### src/rtl/seq_divider.sv
// seq_divider: iterative radix-2 restoring divider, one quotient bit per clock.
//
// Operands are accepted on an in_valid/in_ready handshake, converted to magnitudes
// (when SIGNED), divided over WIDTH step cycles, sign-corrected and presented on
// an out_valid/out_ready handshake. Only one operation is in flight at a time.
//
// Ports:
//   clk          rising-edge clock
//   rst          synchronous, active-high reset (priority over everything)
//   in_valid     dividend/divisor present
//   in_ready     block can accept operands (high only in idle)
//   dividend     numerator, WIDTH bits
//   divisor      denominator, WIDTH bits
//   out_valid    result present
//   out_ready    consumer takes result
//   quotient     result quotient, WIDTH bits
//   remainder    result remainder, WIDTH bits
//   div_by_zero  divide-by-zero flag, qualified by out_valid
//
// Divide by zero: quotient = all ones, remainder = dividend, div_by_zero = 1.
// Signed mode truncates toward zero; the remainder takes the dividend's sign.
// -2^(WIDTH-1) / -1 wraps to quotient -2^(WIDTH-1), remainder 0.

module seq_divider #(
  parameter int unsigned WIDTH  = 8,
  parameter bit          SIGNED = 1'b1
) (
  input  logic             clk,
  input  logic             rst,
  input  logic             in_valid,
  output logic             in_ready,
  input  logic [WIDTH-1:0] dividend,
  input  logic [WIDTH-1:0] divisor,
  output logic             out_valid,
  input  logic             out_ready,
  output logic [WIDTH-1:0] quotient,
  output logic [WIDTH-1:0] remainder,
  output logic             div_by_zero
);

  localparam int unsigned CntW = (WIDTH > 2) ? $clog2(WIDTH) : 1;
  localparam logic [CntW-1:0] LastCnt = CntW'(WIDTH - 1);

  typedef enum logic [1:0] {
    StIdle,
    StCalc,
    StDone
  } state_e;

  state_e            state_q, state_d;
  logic [CntW-1:0]   cnt_q, cnt_d;
  // Partial remainder, one bit wider than the operands so that the shifted
  // value never overflows before the compare.
  logic [WIDTH:0]    p_q, p_d;
  // Dividend magnitude; quotient bits shift in from the LSB as dividend bits
  // shift out of the MSB, so this ends up holding the quotient magnitude.
  logic [WIDTH-1:0]  dvd_q, dvd_d;
  logic [WIDTH-1:0]  dsr_q, dsr_d;
  logic              neg_quo_q, neg_quo_d;
  logic              neg_rem_q, neg_rem_d;
  logic [WIDTH-1:0]  quo_q, quo_d;
  logic [WIDTH-1:0]  rem_q, rem_d;
  logic              dbz_q, dbz_d;

  // ---------------------------------------------------------------------------
  // Operand magnitude conversion (load time)
  // ---------------------------------------------------------------------------
  // The magnitude of -2^(WIDTH-1) is 2^(WIDTH-1), which still fits in WIDTH
  // unsigned bits; the WIDTH+1-bit partial remainder carries it through the
  // subtract without loss.
  logic             dvd_neg, dsr_neg;
  logic [WIDTH-1:0] dvd_mag, dsr_mag;

  always_comb begin
    dvd_neg = SIGNED && dividend[WIDTH-1];
    dsr_neg = SIGNED && divisor[WIDTH-1];
    dvd_mag = dvd_neg ? (~dividend + WIDTH'(1)) : dividend;
    dsr_mag = dsr_neg ? (~divisor + WIDTH'(1)) : divisor;
  end

  // ---------------------------------------------------------------------------
  // One restoring step: trial subtract through a ripple chain of full adders
  // ---------------------------------------------------------------------------
  logic [WIDTH:0]   p_shift;
  logic [WIDTH:0]   sub_b;
  logic [WIDTH:0]   sub_sum;
  logic [WIDTH+1:0] sub_carry;
  logic             no_borrow;
  logic [WIDTH:0]   p_step;
  logic [WIDTH-1:0] q_step;
  logic [WIDTH-1:0] quo_fin;
  logic [WIDTH-1:0] rem_fin;

  always_comb begin
    p_shift      = {p_q[WIDTH-1:0], dvd_q[WIDTH-1]};
    // a - b computed as a + ~b + 1; carry out set means a >= b.
    sub_b        = ~{1'b0, dsr_q};
    sub_sum      = '0;
    sub_carry    = '0;
    sub_carry[0] = 1'b1;
    for (int i = 0; i <= int'(WIDTH); i++) begin
      sub_sum[i]     = p_shift[i] ^ sub_b[i] ^ sub_carry[i];
      sub_carry[i+1] = (p_shift[i] & sub_b[i]) |
                       (sub_carry[i] & (p_shift[i] ^ sub_b[i]));
    end
    no_borrow = sub_carry[WIDTH+1];
    p_step    = no_borrow ? sub_sum : p_shift;
    q_step    = {dvd_q[WIDTH-2:0], no_borrow};

    // Sign correction applied on the last step. The remainder magnitude is
    // always below the divisor magnitude, so the low WIDTH bits are exact.
    quo_fin = neg_quo_q ? (~q_step + WIDTH'(1)) : q_step;
    rem_fin = neg_rem_q ? (~p_step[WIDTH-1:0] + WIDTH'(1)) : p_step[WIDTH-1:0];
  end

  // ---------------------------------------------------------------------------
  // Control FSM: next state and handshake outputs
  // ---------------------------------------------------------------------------
  always_comb begin
    state_d   = state_q;
    cnt_d     = cnt_q;
    p_d       = p_q;
    dvd_d     = dvd_q;
    dsr_d     = dsr_q;
    neg_quo_d = neg_quo_q;
    neg_rem_d = neg_rem_q;
    quo_d     = quo_q;
    rem_d     = rem_q;
    dbz_d     = dbz_q;
    in_ready  = 1'b0;
    out_valid = 1'b0;

    unique case (state_q)
      StIdle: begin
        in_ready = 1'b1;
        if (in_valid) begin
          if (divisor == '0) begin
            quo_d   = '1;
            rem_d   = dividend;
            dbz_d   = 1'b1;
            state_d = StDone;
          end else begin
            p_d       = '0;
            dvd_d     = dvd_mag;
            dsr_d     = dsr_mag;
            neg_quo_d = dvd_neg ^ dsr_neg;
            neg_rem_d = dvd_neg;
            cnt_d     = '0;
            state_d   = StCalc;
          end
        end
      end

      StCalc: begin
        p_d   = p_step;
        dvd_d = q_step;
        cnt_d = cnt_q + CntW'(1);
        if (cnt_q == LastCnt) begin
          quo_d   = quo_fin;
          rem_d   = rem_fin;
          dbz_d   = 1'b0;
          cnt_d   = '0;
          state_d = StDone;
        end
      end

      StDone: begin
        out_valid = 1'b1;
        // Return to idle only; in_ready rises the following cycle.
        if (out_ready) begin
          dbz_d   = 1'b0;
          state_d = StIdle;
        end
      end

      default: begin
        state_d = StIdle;
      end
    endcase
  end

  // ---------------------------------------------------------------------------
  // State registers
  // ---------------------------------------------------------------------------
  always_ff @(posedge clk) begin
    if (rst) begin
      state_q   <= StIdle;
      cnt_q     <= '0;
      p_q       <= '0;
      dvd_q     <= '0;
      dsr_q     <= '0;
      neg_quo_q <= 1'b0;
      neg_rem_q <= 1'b0;
      quo_q     <= '0;
      rem_q     <= '0;
      dbz_q     <= 1'b0;
    end else begin
      state_q   <= state_d;
      cnt_q     <= cnt_d;
      p_q       <= p_d;
      dvd_q     <= dvd_d;
      dsr_q     <= dsr_d;
      neg_quo_q <= neg_quo_d;
      neg_rem_q <= neg_rem_d;
      quo_q     <= quo_d;
      rem_q     <= rem_d;
      dbz_q     <= dbz_d;
    end
  end

  assign quotient    = quo_q;
  assign remainder   = rem_q;
  assign div_by_zero = dbz_q;

endmodule

### config.mk
export PLATFORM = sky130hd
export DESIGN_NAME = seq_divider
export DESIGN_NICKNAME = d
export VERILOG_FILES = /design/src/rtl/seq_divider.sv
export SDC_FILE = /design/constraint.sdc
export NUM_CORES = 1
export LEC_CHECK = 0
export CAP_MARGIN = 0
export CORE_UTILIZATION = 25
export CTS_BUF_LIST = sky130_fd_sc_hd__clkbuf_4
export DETAILED_ROUTE_END_ITERATION = 7
export HOLD_SLACK_MARGIN = 0.06
export MAX_ROUTING_LAYER = met4
export PLACE_DENSITY_LB_ADDON = 0.2
export SLEW_MARGIN = 20
export SYNTH_ARGS = -nofsm -noshare
export SYNTH_HDL_FRONTEND = slang
export SYNTH_SLANG_ARGS = --single-unit
### constraint.sdc
create_clock -name clk -period 13.17 [get_ports clk]
set_input_delay 2.634 -clock clk [delete_from_list [all_inputs] [get_ports clk]]
set_output_delay 2.634 -clock clk [all_outputs]
set_load 0.02 [all_outputs]
# Yosys cells after proc, flatten, opt, wreduce, memory -nomap -nowiden
# Index checks and enable logic that the tools add are counted.
# word_totals
in_bits	20
register_bits	48
output_inout_bits	19
# classes
muxes	35
bitwise	50
n_eq_ne	8
n_addsub	5
n_reduce_logical	9
# ops
operator	count
$mux 8	15
$pmux 8 s2	4
$add 8x1->8 const B	4
$not 8->8	4
$and 1x1->1	17
$xor 1x1->1	17
$ne 2x2->1 const B	5
$mux 3	3
$not 8->9	1
$or 1x1->1	9
$reduce_and 3->1	3
$logic_not 8->1	1
$mux 2	4
$mux 1	6
$pmux 2 s3	1
$pmux 3 s2	1
$reduce_and 5->1	1
$reduce_and 4->1	1
$add 3x1->3 const B	1
$eq 3x3->1 const B	1
$pmux 1 s3	1
$reduce_bool 3->1	1
$eq 2x1->1 const B	1
$eq 2x2->1 const B	1
3 further kinds	4

# Longest topological paths before layout
# logic_depth
word_depth	25
mapped_depth	22
depth_no_buf	20

# Least setup slack after synthesis
# No wires, ideal clock.
# synth_path
kind	register -> register
from	reg dvd_q[7]
to	reg rem_q[6], in the netlist remainder[6]
path_stages_with_launch	22
t_arrival_ns	4.571
path_slack_ns	8.463
setup_time_ns	0.136
required_ns	13.034
cell_sequence	dfxtp_1 > inv_1 > ha_1 > inv_1 > fa_1 > fa_1 > fa_1 > fa_1 > inv_1 > fa_1 > inv_1 > fa_1 > fa_1 > or2_1 > buf_6 > mux2_2 > inv_1 > ha_1 > inv_1 > o311ai_1 > mux2i_1 > a211oi_1
# synth_between
elab_chain_len	24
# synth_rtl
item	line	rtl
start, declared	57	logic [WIDTH-1:0] dvd_q, dvd_d;
start signal, assigned	201	dvd_q <= dvd_d;
$and 1x1->1 / $xor 1x1->1 (equally long branches)	103, 102, 104	
$or 1x1->1	103	sub_carry[i+1] = (p_shift[i] & sub_b[i]) |
$and 1x1->1	104	(sub_carry[i] & (p_shift[i] ^ sub_b[i]));
$or 1x1->1	103	
$and 1x1->1	104	
$or 1x1->1	103	
$and 1x1->1	104	
$or 1x1->1	103	
[... 8 more ...]	n/a	
$and 1x1->1	104	
$or 1x1->1	103	
$mux 8 *	107	p_step = no_borrow ? sub_sum : p_shift;
$not 8->8	113	rem_fin = neg_rem_q ? (~p_step[WIDTH-1:0] + WIDTH'(1)) : p_step[WIDTH-1:0];
$add 8x1->8	113	
$mux 8 *	113	
$mux 8 *	158	if (cnt_q == LastCnt) begin
$pmux 8 s2 *	133	unique case (state_q)
end signal, assigned	206	rem_q <= rem_d;
end, declared	62	logic [WIDTH-1:0] rem_q, rem_d;
# Mark *: on every way between the ends. The rest lies on a longest branch, timed or not. The select of a mux whose other input is x is not followed.
# A chain may end at the register's enable or synchronous reset.

# Worst setup path in the final report
# Ends and elaborated chain as after synthesis.

==> impl_metrics.py <==
metrics = {
    "critical_path": {
        "required_ns": 13.41,
        "crit_arrival_ns": 5.58,
        "crit_type": "register to register",
        "path_max_fanout": 16,
        "end_kind": "register",
        "start_kind": "register",
    },
    "run": {
        "maxCapViolations": 0,
    },
    "timing": {
        "final.setup.tns_ns": 0,
        "max_freq_mhz": 187,
        "fin_crit_ns": 5.34,
        "rsz0062_at_grt": "false",
        "finClkSkew_ns": 0.0168,
        "setup_viol": 0,
        "relSlewSlack_pct": 41.4,
        "worst_pin_slew_ns": 0.879,
        "drv_slew": 0,
        "final.period_utilization_pct": 40.5,
        "hold_ws_ns": 0.473,
        "hold_viol_final": 0,
    },
    "min_path": {
        "min_path_type": "register to register",
    },
    "yosys": {
        "synth-async-reset-ratio_pct": 0,
        "yosysWarnings": 0,
        "synth_top_area_share_pct": 32.5,
        "synth_cell_types": 51,
        "yosysMostFrequentCell": "dfxtp_1",
        "synth_edf_count": 0,
        "synth_largest_area_cell": "dfxtp_1",
        "syn_area_per_cell_sq_um": 8.20,
        "synthCells": 361,
        "ys_seq_elements": 48,
        "seq_area_frac_synth_pct": 32.5,
        "syn_nets": 399,
        "synth_ff_type": "dfxtp_1",
        "synth_commonest_cells": "dfxtp_1, nor2_1, nand2_1",
        "synth_area_sq_um": 2960,
        "ys_top_cells_by_area": "dfxtp_1, nor2_1, fa_1",
    },
    "floorplanning": {
        "dieArea_sq_um": 12300,
        "floorplan.core_area_sq_um": 11500,
        "ios": 39,
        "core.rowCount": 39,
        "initial_core_util_pct": 25.8,
        "die_w_um": 111,
        "fp.dieH_um": 111,
    },
    "cts": {
        "path_clk_slew_ns": 0.14,
        "numCtsBuffers": 5,
        "cts_resized": 0,
        "postCtsSetupRepairBufs": 0,
        "htreeDepth": 2,
        "ctsHoldBuffers": 0,
        "ctsLongestPathBuffers": 2,
        "clk_latency_ns": 0.36,
        "root_buffer": "clkbuf_4",
        "cts_sinks": 48,
        "cts_tree": "done",
    },
    "drt": {
        "via_per_inst": 4.84,
        "vias": 2563,
        "routedWlPerCell_um": 14.2,
        "drt_pass1_iterations": 4,
        "drt_iter0_drc": 142,
        "postRouteAntennaNets": 0,
        "drc_errors": 0,
        "drt-total-wl_mm": 7.52,
    },
    "pwr": {
        "peakVddDrop_mv": 0.0608,
        "p_leak_nw": 1.27,
        "pwr_density_cell_nw_per_um2": 207,
    },
    "placed_design": {
        "io_buffers": 38,
        "routabilityCongestion": 0.789,
        "dp_hpwl_mm": 5.49,
    },
    "global_route": {
        "antenna_found_initial": 0,
        "grt.total_usage_pct": 12.9,
        "grt_max_degree": 48,
        "grt_overflow": 0,
        "grt_pass1_wl_mm": 12.5,
        "grt_pass1_vias": 2435,
    },
    "final_layout": {
        "fin_nets": 424,
        "n_antenna_cell": 0,
        "nFillCells": 1247,
        "drive_gt1_share_pct": 5.44,
        "syn2layout_area_growth_pct": 16.8,
    },
    "run_status": {
        "outcome": "finished, final reports clean",
    },
}
==> worst max-delay path, stage by stage, from the launching register on <==
cell	delay [ns]
dfxtp_1	0.34
inv_1	0.07
ha_1	0.14
inv_1	0.04
fa_1	0.38
fa_1	0.40
fa_1	0.39
fa_1	0.37
inv_1	0.08
fa_1	0.15
inv_1	0.05
fa_1	0.37
fa_1	0.51
or2_1	0.50
mux2_2	0.41
inv_1	0.07
ha_1	0.17
inv_1	0.06
o311ai_1	0.39
mux2i_1	0.25
a211oi_1	0.09
==> path summary, 6_finish.rpt <==
kind,start,to,slack (ns),cells after the start
setup / recovery,dvd_q[7]$_SDFFE_PP0P_,remainder[6]$_SDFFE_PP0P_,7.83,20
hold / removal,cnt_q[1]$_SDFFE_PP0P_,cnt_q[1]$_SDFFE_PP0P_,0.47,2
setup reg to reg,dvd_q[7]$_SDFFE_PP0P_,remainder[6]$_SDFFE_PP0P_,7.83,20
hold reg to reg,cnt_q[1]$_SDFFE_PP0P_,cnt_q[1]$_SDFFE_PP0P_,0.47,2
==> layout by cell type, fill, tap and decap left out, drive strengths merged, types with 3 or more instances in the layout <==
cell type	instances
o22ai	8
or3	4
nor4	8
inv	30
a21oi	24
xor2	7
mux2	3
fa	7
o21ai	13
clkdlybuf4s50	38
dfxtp	48
nand3	10
o211ai	6
clkbuf	5
xnor2	13
buf	3
nand2	36
ha	11
nor2b	4
a211oi	17
nor3	3
nor2	40
mux2i	11
o31ai	7
nand2b	5
==> flip-flops by register name (all words and copies together) (netlist names) <==
name and flops:
quotient 8, div_by_zero 1, dsr_q 8, neg_quo_q 1, remainder 8, neg_rem_q 1, dvd_q 8, cnt_q 3
state_q 2, p_q 8
==> final cells by class <==
class                   instances  area, sq um  area share (%)
flip-flops and latches         48          961            27.8
multi-input cells             260         1760            50.8
clock buffers                   5         37.5            1.09
well taps                     143          179            5.18
clock inverters                 2         7.51           0.217
inverters                      30          113            3.26
repair buffers                 41          403            11.7
==> kinds of logic (layout without fill, tap and decap cells) <==
logic type      count (synthesis)  after routing  share of synthesized area, %
flops                          48             48                          32.5
xor+xnor                       20             20                          5.92
compound gates                 91             91                          20.9
simple gates                  117            117                          18.3
fa+ha+maj                      18             18                          9.39
buf+inv                        53             78                          8.16
mux                            14             14                          4.86
==> routing by layer <==
layer | vias to the layer above | share of wire (%) | GRT usage [%] | wire length, um
met3 | 2 | 3.1 | 2.24 | 235
met5 | - | 0 | - | 0
met2 | 46 | 46 | 20.0 | 3450
met4 | 0 | 0.53 | 2.93 | 40
met1 | 1205 | 50 | 17.4 | 3790
li1 | 1310 | - | - | -
==> power breakdown <==
part | internal [mW] | switching (mW) | leakage [nW]
Combinational | 0.176 | 0.257 | 0.851
Sequential | 0.184 | 0.0300 | 0.393
Clock | 0.0188 | 0.0478 | 0.0261
Total | 0.380 | 0.335 | 1.27
==> through the flow <==
stage | setup WS (ns) | std cells | total power, mW | instance area, sq um | utilization (%)
final | 7.83 | 529 | 0.715 | 3460 | 30.1
after floorplan | 8.46 | 361 | 0.539 | 2960 | -
after global placement | 7.90 | 522 | 0.652 | 3410 | 29.8
after CTS | 7.82 | 529 | 0.724 | 3460 | 30.1
after global routing | 7.55 | 529 | 0.779 | 3460 | 30.1
after detailed placement | 7.84 | 522 | 0.655 | 3410 | 29.8
Note: power is estimated with default switching activity, not from simulation.
